==> src/rtl/irq_queue_if.sv <==
// irq_queue_if -- event/handshake bundle between interrupt sources, the
// irq_queue block and the CPU.
//   src_req  [3:0]  one-cycle event pulses, bit 0 = UART rx byte valid
//   rx_byte  [7:0]  UART rx byte, meaningful when src_req[0]=1
//   mask     [3:0]  1 = source enabled
//   ack             CPU acknowledge (level, rising edge pops the head)
//   clr_ovf         one-cycle pulse clearing all overflow flags
//   irr             interrupt request to the CPU
//   ev_data  [7:0]  head event payload
//   ev_src   [1:0]  head event source index
//   ovf      [3:0]  sticky per-source overflow flags
//   count           number of queued events
// master = sources/CPU side, slave = irq_queue.
interface irq_queue_if #(
    parameter int DEPTH = 4
);
    logic [3:0]               src_req;
    logic [7:0]               rx_byte;
    logic [3:0]               mask;
    logic                     ack;
    logic                     clr_ovf;
    logic                     irr;
    logic [7:0]               ev_data;
    logic [1:0]               ev_src;
    logic [3:0]               ovf;
    logic [$clog2(DEPTH):0]   count;

    modport master (
        output src_req, rx_byte, mask, ack, clr_ovf,
        input  irr, ev_data, ev_src, ovf, count
    );

    modport slave (
        input  src_req, rx_byte, mask, ack, clr_ovf,
        output irr, ev_data, ev_src, ovf, count
    );
endinterface

==> src/rtl/irq_queue.sv <==
// irq_queue -- collects one-cycle event pulses from four sources into
// per-source pending bits, moves them one per cycle (lowest index first)
// into a DEPTH-entry event FIFO, and presents the FIFO head to the CPU
// through an irr/ack handshake.
// Ports:
//   clk    rising-edge clock
//   reset  synchronous, active-high reset
//   bus    irq_queue_if.slave (src_req, rx_byte, mask, ack, clr_ovf in;
//          irr, ev_data, ev_src, ovf, count out)
module irq_queue #(
    parameter int DEPTH = 4
) (
    input  logic        clk,
    input  logic        reset,
    irq_queue_if.slave  bus
);
    localparam int AW = $clog2(DEPTH);
    localparam int CW = AW + 1;

    typedef enum logic [1:0] {
        IDLE     = 2'd0,
        REQ      = 2'd1,
        WAIT_REL = 2'd2
    } state_t;

    state_t          state_q, state_d;
    logic [3:0]      pending_q, pending_d;
    logic [7:0]      payload_q, payload_d;
    logic [3:0]      ovf_q, ovf_d;
    logic [AW-1:0]   wr_ptr_q, wr_ptr_d;
    logic [AW-1:0]   rd_ptr_q, rd_ptr_d;
    logic [CW-1:0]   count_q, count_d;
    logic            ack_prev_q, ack_prev_d;

    logic [3:0]      req_en;
    logic            push;
    logic            pop;
    logic [1:0]      push_src;
    logic [3:0]      push_onehot;
    logic [7:0]      push_data;
    logic            ack_edge;

    logic [7:0]      mem_data [DEPTH];
    logic [1:0]      mem_src  [DEPTH];

    assign req_en   = bus.src_req & bus.mask;
    assign ack_edge = bus.ack & ~ack_prev_q;

    // Lowest-index pending source wins; nothing moves while the FIFO is full.
    always_comb begin
        push_src = 2'd0;
        for (int i = 3; i >= 0; i--) begin
            if (pending_q[i]) begin
                push_src = 2'(i);
            end
        end
        push        = (pending_q != 4'd0) && (count_q < CW'(DEPTH));
        push_onehot = push ? (4'b0001 << push_src) : 4'b0000;
        push_data   = (push_src == 2'd0) ? payload_q : 8'h00;
    end

    // A request landing in the same cycle its pending bit is pushed simply
    // re-arms the bit; only a request hitting a bit that stays pending is an
    // overflow. A same-cycle overflow set beats clr_ovf.
    always_comb begin
        pending_d = pending_q;
        ovf_d     = bus.clr_ovf ? 4'd0 : ovf_q;
        payload_d = payload_q;
        for (int i = 0; i < 4; i++) begin
            pending_d[i] = req_en[i] | (pending_q[i] & ~push_onehot[i]);
            if (req_en[i] && pending_q[i] && !push_onehot[i]) begin
                ovf_d[i] = 1'b1;
            end
        end
        // The newest byte always wins; an older one still pending is lost
        // (and flagged through ovf[0] above).
        if (req_en[0]) begin
            payload_d = bus.rx_byte;
        end
    end

    // Handshake FSM. Pops happen only on a fresh ack rise while in REQ, so a
    // CPU holding ack high cannot drain more than one event.
    always_comb begin
        state_d = state_q;
        pop     = 1'b0;
        case (state_q)
            IDLE: begin
                if (count_q != '0) begin
                    state_d = REQ;
                end
            end
            REQ: begin
                if (ack_edge && (count_q != '0)) begin
                    pop     = 1'b1;
                    state_d = WAIT_REL;
                end
            end
            WAIT_REL: begin
                if (!bus.ack) begin
                    state_d = IDLE;
                end
            end
            default: state_d = IDLE;
        endcase
    end

    always_comb begin
        wr_ptr_d   = wr_ptr_q + AW'(push);
        rd_ptr_d   = rd_ptr_q + AW'(pop);
        count_d    = count_q + CW'(push) - CW'(pop);
        ack_prev_d = bus.ack;
    end

    always_ff @(posedge clk) begin
        if (reset) begin
            state_q    <= IDLE;
            pending_q  <= '0;
            payload_q  <= '0;
            ovf_q      <= '0;
            wr_ptr_q   <= '0;
            rd_ptr_q   <= '0;
            count_q    <= '0;
            ack_prev_q <= 1'b0;
        end else begin
            state_q    <= state_d;
            pending_q  <= pending_d;
            payload_q  <= payload_d;
            ovf_q      <= ovf_d;
            wr_ptr_q   <= wr_ptr_d;
            rd_ptr_q   <= rd_ptr_d;
            count_q    <= count_d;
            ack_prev_q <= ack_prev_d;
        end
    end

    // Storage needs no reset: count gates every read of it.
    always_ff @(posedge clk) begin
        if (push) begin
            mem_data[wr_ptr_q] <= push_data;
            mem_src[wr_ptr_q]  <= push_src;
        end
    end

    assign bus.irr     = (state_q == REQ);
    assign bus.ev_data = (count_q != '0) ? mem_data[rd_ptr_q] : 8'h00;
    assign bus.ev_src  = (count_q != '0) ? mem_src[rd_ptr_q]  : 2'd0;
    assign bus.ovf     = ovf_q;
    assign bus.count   = count_q;
endmodule

==> src/flat_wrapper.sv <==
// flat-port wrapper written by rule: the top's interface ports become plain ports
module irq_queue_flat 
#(
    parameter int DEPTH = 4
)
  (clk, reset, bus_src_req, bus_rx_byte, bus_mask, bus_ack, bus_clr_ovf, bus_irr, bus_ev_data, bus_ev_src, bus_ovf, bus_count);
  irq_queue_if #(.DEPTH(DEPTH)) bus_i ();
  input  logic clk;
  input  logic reset;
  input wire logic [$bits(bus_i.src_req)-1:0] bus_src_req;
  input wire logic [$bits(bus_i.rx_byte)-1:0] bus_rx_byte;
  input wire logic [$bits(bus_i.mask)-1:0] bus_mask;
  input wire logic [$bits(bus_i.ack)-1:0] bus_ack;
  input wire logic [$bits(bus_i.clr_ovf)-1:0] bus_clr_ovf;
  output wire logic [$bits(bus_i.irr)-1:0] bus_irr;
  output wire logic [$bits(bus_i.ev_data)-1:0] bus_ev_data;
  output wire logic [$bits(bus_i.ev_src)-1:0] bus_ev_src;
  output wire logic [$bits(bus_i.ovf)-1:0] bus_ovf;
  output wire logic [$bits(bus_i.count)-1:0] bus_count;
  assign bus_i.src_req = bus_src_req;
  assign bus_i.rx_byte = bus_rx_byte;
  assign bus_i.mask = bus_mask;
  assign bus_i.ack = bus_ack;
  assign bus_i.clr_ovf = bus_clr_ovf;
  assign bus_irr = bus_i.irr;
  assign bus_ev_data = bus_i.ev_data;
  assign bus_ev_src = bus_i.ev_src;
  assign bus_ovf = bus_i.ovf;
  assign bus_count = bus_i.count;
  irq_queue #(.DEPTH(DEPTH)) u_core (.clk(clk), .reset(reset), .bus(bus_i));
endmodule
==> config.mk <==
export PLATFORM = sky130hd
export DESIGN_NAME = irq_queue_flat
export DESIGN_NICKNAME = d
export VERILOG_FILES = /design/src/rtl/irq_queue_if.sv /design/src/rtl/irq_queue.sv /design/src/flat_wrapper.sv
export SDC_FILE = /design/constraint.sdc
export NUM_CORES = 1
export LEC_CHECK = 0
export CAP_MARGIN = 10
export CORE_MARGIN = 3
export CORE_UTILIZATION = 50
export CTS_BUF_LIST = sky130_fd_sc_hd__clkbuf_16
export CTS_CLUSTER_SIZE = 40
export DETAILED_ROUTE_END_ITERATION = 10
export HOLD_SLACK_MARGIN = 0.15
export PLACE_DENSITY = 0.72
export SYNTH_ARGS = -nofsm -noshare
export SYNTH_HDL_FRONTEND = slang
export SYNTH_SLANG_ARGS = --single-unit
==> constraint.sdc <==
create_clock -name clk -period 3.63 [get_ports clk]
set_clock_uncertainty 0.1 [all_clocks]
set_input_delay 0.363 -clock clk [delete_from_list [all_inputs] [get_ports clk]]
set_output_delay 0.363 -clock clk [all_outputs]
set_load 0.005 [all_outputs]
==> summary.md <==
| Metric | Value |
|---|---|
| Main synth FF type | `edfxtp_1` |
| CP max-delay cell | `dfxtp_1` |
| Die H | `79.5 µm` |
| Area share of the largest cell type after synthesis | `between 40% and 50%` |
| CORE AREA | `0.00517 mm²` |
| Fillers | `373` |
| DP Worst Slack | `1.10 ns` |
| Final worst-path setup slack | `around 0.85 ns` |
| Critical path's largest stage delay | `between 0.7 and 0.8 ns` |
| Req. time, crit path | `3.17 ns` |
| Number of nets in the layout | `around 260` |
| Mapped cell area | `0.00270 mm²` |
| Final HPWL DP | `2860 µm` |
| Synth Register Bits | `66` |
| Setup TNS | `0 ns` |
| GRT Overall Usage | `16.0%` |
| PostCTS Resize Cnt | `0` |
| Worst Tran Pin Value | `0.874 ns` |
| Row count | `26` |
| Remaining Overflow, GRT | `0` |
| Worst setup SP type | `register` |
| Hold Fails Final Rpt | `0` |
| I/O Pins | `38` |
| CP Data Arrival Time | `2.32 ns` |
| Final wirelength | `4540 µm` |
| Latest clock arrival within the worst-skew pair | `0.31 ns` |
| Vias in the first global route | `between 1500 and 2000` |
| Max frequency | `359 MHz` |
| Seq/Total Area, Yosys | `63.8%` |
| Status | `completed` |
| Final Cycle Share | `between 70% and 80%` |
| Leakage Power | `around 0.0012 µW` |
| Cell variety after synth | `38` |
| ANT nets after route | `0` |
| Htree depth | `3` |
| Initial Utilization | `52.2%` |
| Main combinational cell family by area after synthesis | `simple AND/OR/NAND/NOR gates` |
| PD cells | `640 mW/mm²` |
| Vias per cell | `just over 5` |
| Die X-Extent | `79.5 µm` |
| CP Cell Sequence | `mux4_1 -> nor2b_1 -> clkdlybuf4s50_1` |
| Area Growth Syn to Fin | `26.5%` |
| IO buf count | `37` |
| Antenna cells | `0` |
| 1st-iter DRT viols | `96` |
| Worst setup path class | `register to primary output` |
| Area leader, netlist | `edfxtp_1` |
| Number of antenna violations at the first check in global routing | `0` |
| Worst-path clk slew | `around 0.05 ns` |
| Mapped Nets | `roughly 220` |
| Hold WC Path Type | `register to register` |
| Layout Cells excl Fill | `313` |
| Syn Area/Cell | `13.9 µm²` |
| Setup repair after global routing missed its margin | `no` |
| Wire per inst | `roughly 14 µm` |
| Xor and xnor area share after synthesis | `less than 1%` |
| Grt met2 use | `25.5%` |
| Async SR Flop Fraction | `0%` |
| Cells after Synth | `194` |
| Post-route minimum period | `2.78 ns` |
| CTS tree | `yes` |
| Max Transition Viols Final | `0` |
| Max VDD drop | `0.000266 V` |
| Synth Area in Compound Gates | `5.43%` |
| Layout cells sized above 1 | `9.05%` |
| Postcts setup bufs | `0` |
| Final Core Density | `66.0%` |
| Root cell of the clock tree | `clkbuf_16` |
| CP Max Fanout | `13` |
| Relative slew slack | `about two fifths` |
| Post-synthesis adder-cell area fraction | `approximately 1.7%` |
| Simple-gate share of the synthesized area | `15.2%` |
| Max Cap Violations | `0` |
| Final RePlAce weighted congestion | `0.671` |
| CP startpoint | `u_core.rd_ptr_q[0]$_SDFF_PP0_` |
| CTS Buffer Depth | `2` |
| Most Crowded Layer GR | `met2` |
| Post-synth EDFFs | `40` |
| Largest net degree at the start of global routing | `27` |
| GR met3 Demand/Resource | `3.16%` |
| Top cells by area, synth | `edfxtp_1 (45%), dfxtp_1 (19%), mux4_1 (9.7%), nor2b_1 (5.6%), nand2_1 (3.3%)` |
| Post-route DRC | `0` |
| First-pass GRT wire length | `roughly 7400 µm` |
| Post-CTS Hold Buffers | `0` |
| Mux share of post-synthesis cell area | `10.1%` |
| Synth Warn # | `0` |
| Inst Count DP | `297` |
| Worst Setup End Kind | `primary output` |
| Area of the die | `0.00631 mm²` |
| Setup violators final | `0` |
| First drt pass iteration count | `4` |
| GR Util met1 | `approximately 20%` |
| Worst Hold Launch | `u_core.payload_q[7]$_SDFFE_PP0P_` |
| CTS sink cnt | `between 60 and 70` |
| R2r startpoint | `u_core.bus.count[2]$_SDFF_PP0_` |
| CTS Buf Count | `9` |
| Commonest cells after routing, fill and taps aside | `edfxtp_1 (40), clkdlybuf4s50_1 (37), dfxtp_1 (26), nor2b_1 (24), nand2_1 (24)` |
| Most common cell after layout, fill and taps aside | `edfxtp_1` |
| Vias | `1601` |
[layout make-up]
| type | count | area [µm²] | area share (%) |
|---|---|---|---|
| flip-flops and latches | 66 | 1720 | 50.5 |
| multi-input cells | 116 | 912 | 26.7 |
| repair buffers | 41 | 400 | 11.7 |
| clock buffers | 10 | 250 | 7.33 |
| well taps | 70 | 87.6 | 2.57 |
| clock inverters | 6 | 22.5 | 0.660 |
| inverters | 4 | 17.5 | 0.513 |
[power by group]
| part | switching (µW) | total [µW] | leakage (µW) | internal (µW) |
|---|---|---|---|---|
| clock | 277 | 765 | 0.000140 | 488 |
| combinational | 190 | 465 | 0.000468 | 274 |
| sequential | 64.9 | 955 | 0.000588 | 890 |
[cell usage after synthesis, types with 3 or more instances]
| master | number |
|---|---|
| clkbuf_1 | 4 |
| nand2_1 | 24 |
| edfxtp_1 | 40 |
| nor2_1 | 7 |
| mux4_1 | 10 |
| a21oi_1 | 16 |
| inv_1 | 3 |
| nor3_1 | 3 |
| nor2b_1 | 24 |
| o31ai_1 | 3 |
| dfxtp_1 | 26 |
| xnor2_1 | 3 |
[registers in the layout, summed over array words and instances (netlist names), 3 cells and up]
register / flops
u_core.bus.count: 3
u_core.bus.ovf: 4
u_core.mem_data: 32
u_core.mem_src: 8
u_core.payload_q: 8
u_core.pending_q: 4
[logic make-up (layout without fill, tap and decap cells)]
kind of cell,Yosys count,count (layout)
simple gates,74,74
flops,66,66
compound gates,25,25
buf+inv,12,61
mux,11,11
fa+ha+maj,3,3
xor+xnor,3,3
[critical path, delay by kind of cell, from the launching register on]
family                 cells  cell delay, ns
buffers and inverters      1            0.45
muxes                      1            0.64
DFF                        1            0.76
and+or+nand+nor            1            0.15
[worst paths after layout]
check	end	slack [ns]	cells after the start
hold reg to reg	u_core.payload_q[7]$_SDFFE_PP0P_	0.35	2
setup / recovery	bus_ev_data[5]	0.85	3
hold / removal	u_core.payload_q[7]$_SDFFE_PP0P_	0.35	2
setup reg to reg	u_core.bus.count[2]$_SDFF_PP0_	1.31	7
[per-layer routing]
metal | vias up | wire length, µm
met5 | - | 0
met4 | 0 | 74
met3 | 6 | 175
met2 | 39 | 2180
met1 | 749 | 2100
li1 | 807 | -
[stage by stage]
| step | hold slack (ns) | cell area, µm² | total power, µW |
|---|---|---|---|
| 3_5_place_dp | 0.343 | 3140 | 1440 |
| 5_1_grt | 0.361 | 3410 | 2290 |
| 6_report | 0.347 | 3410 | 2180 |
| 3_3_place_gp | 0.338 | 3140 | 1420 |
| 4_1_cts | 0.349 | 3410 | 2210 |
| 2_1_floorplan | 0.329 | 2700 | 1210 |
(Power assumes the default switching activity.)
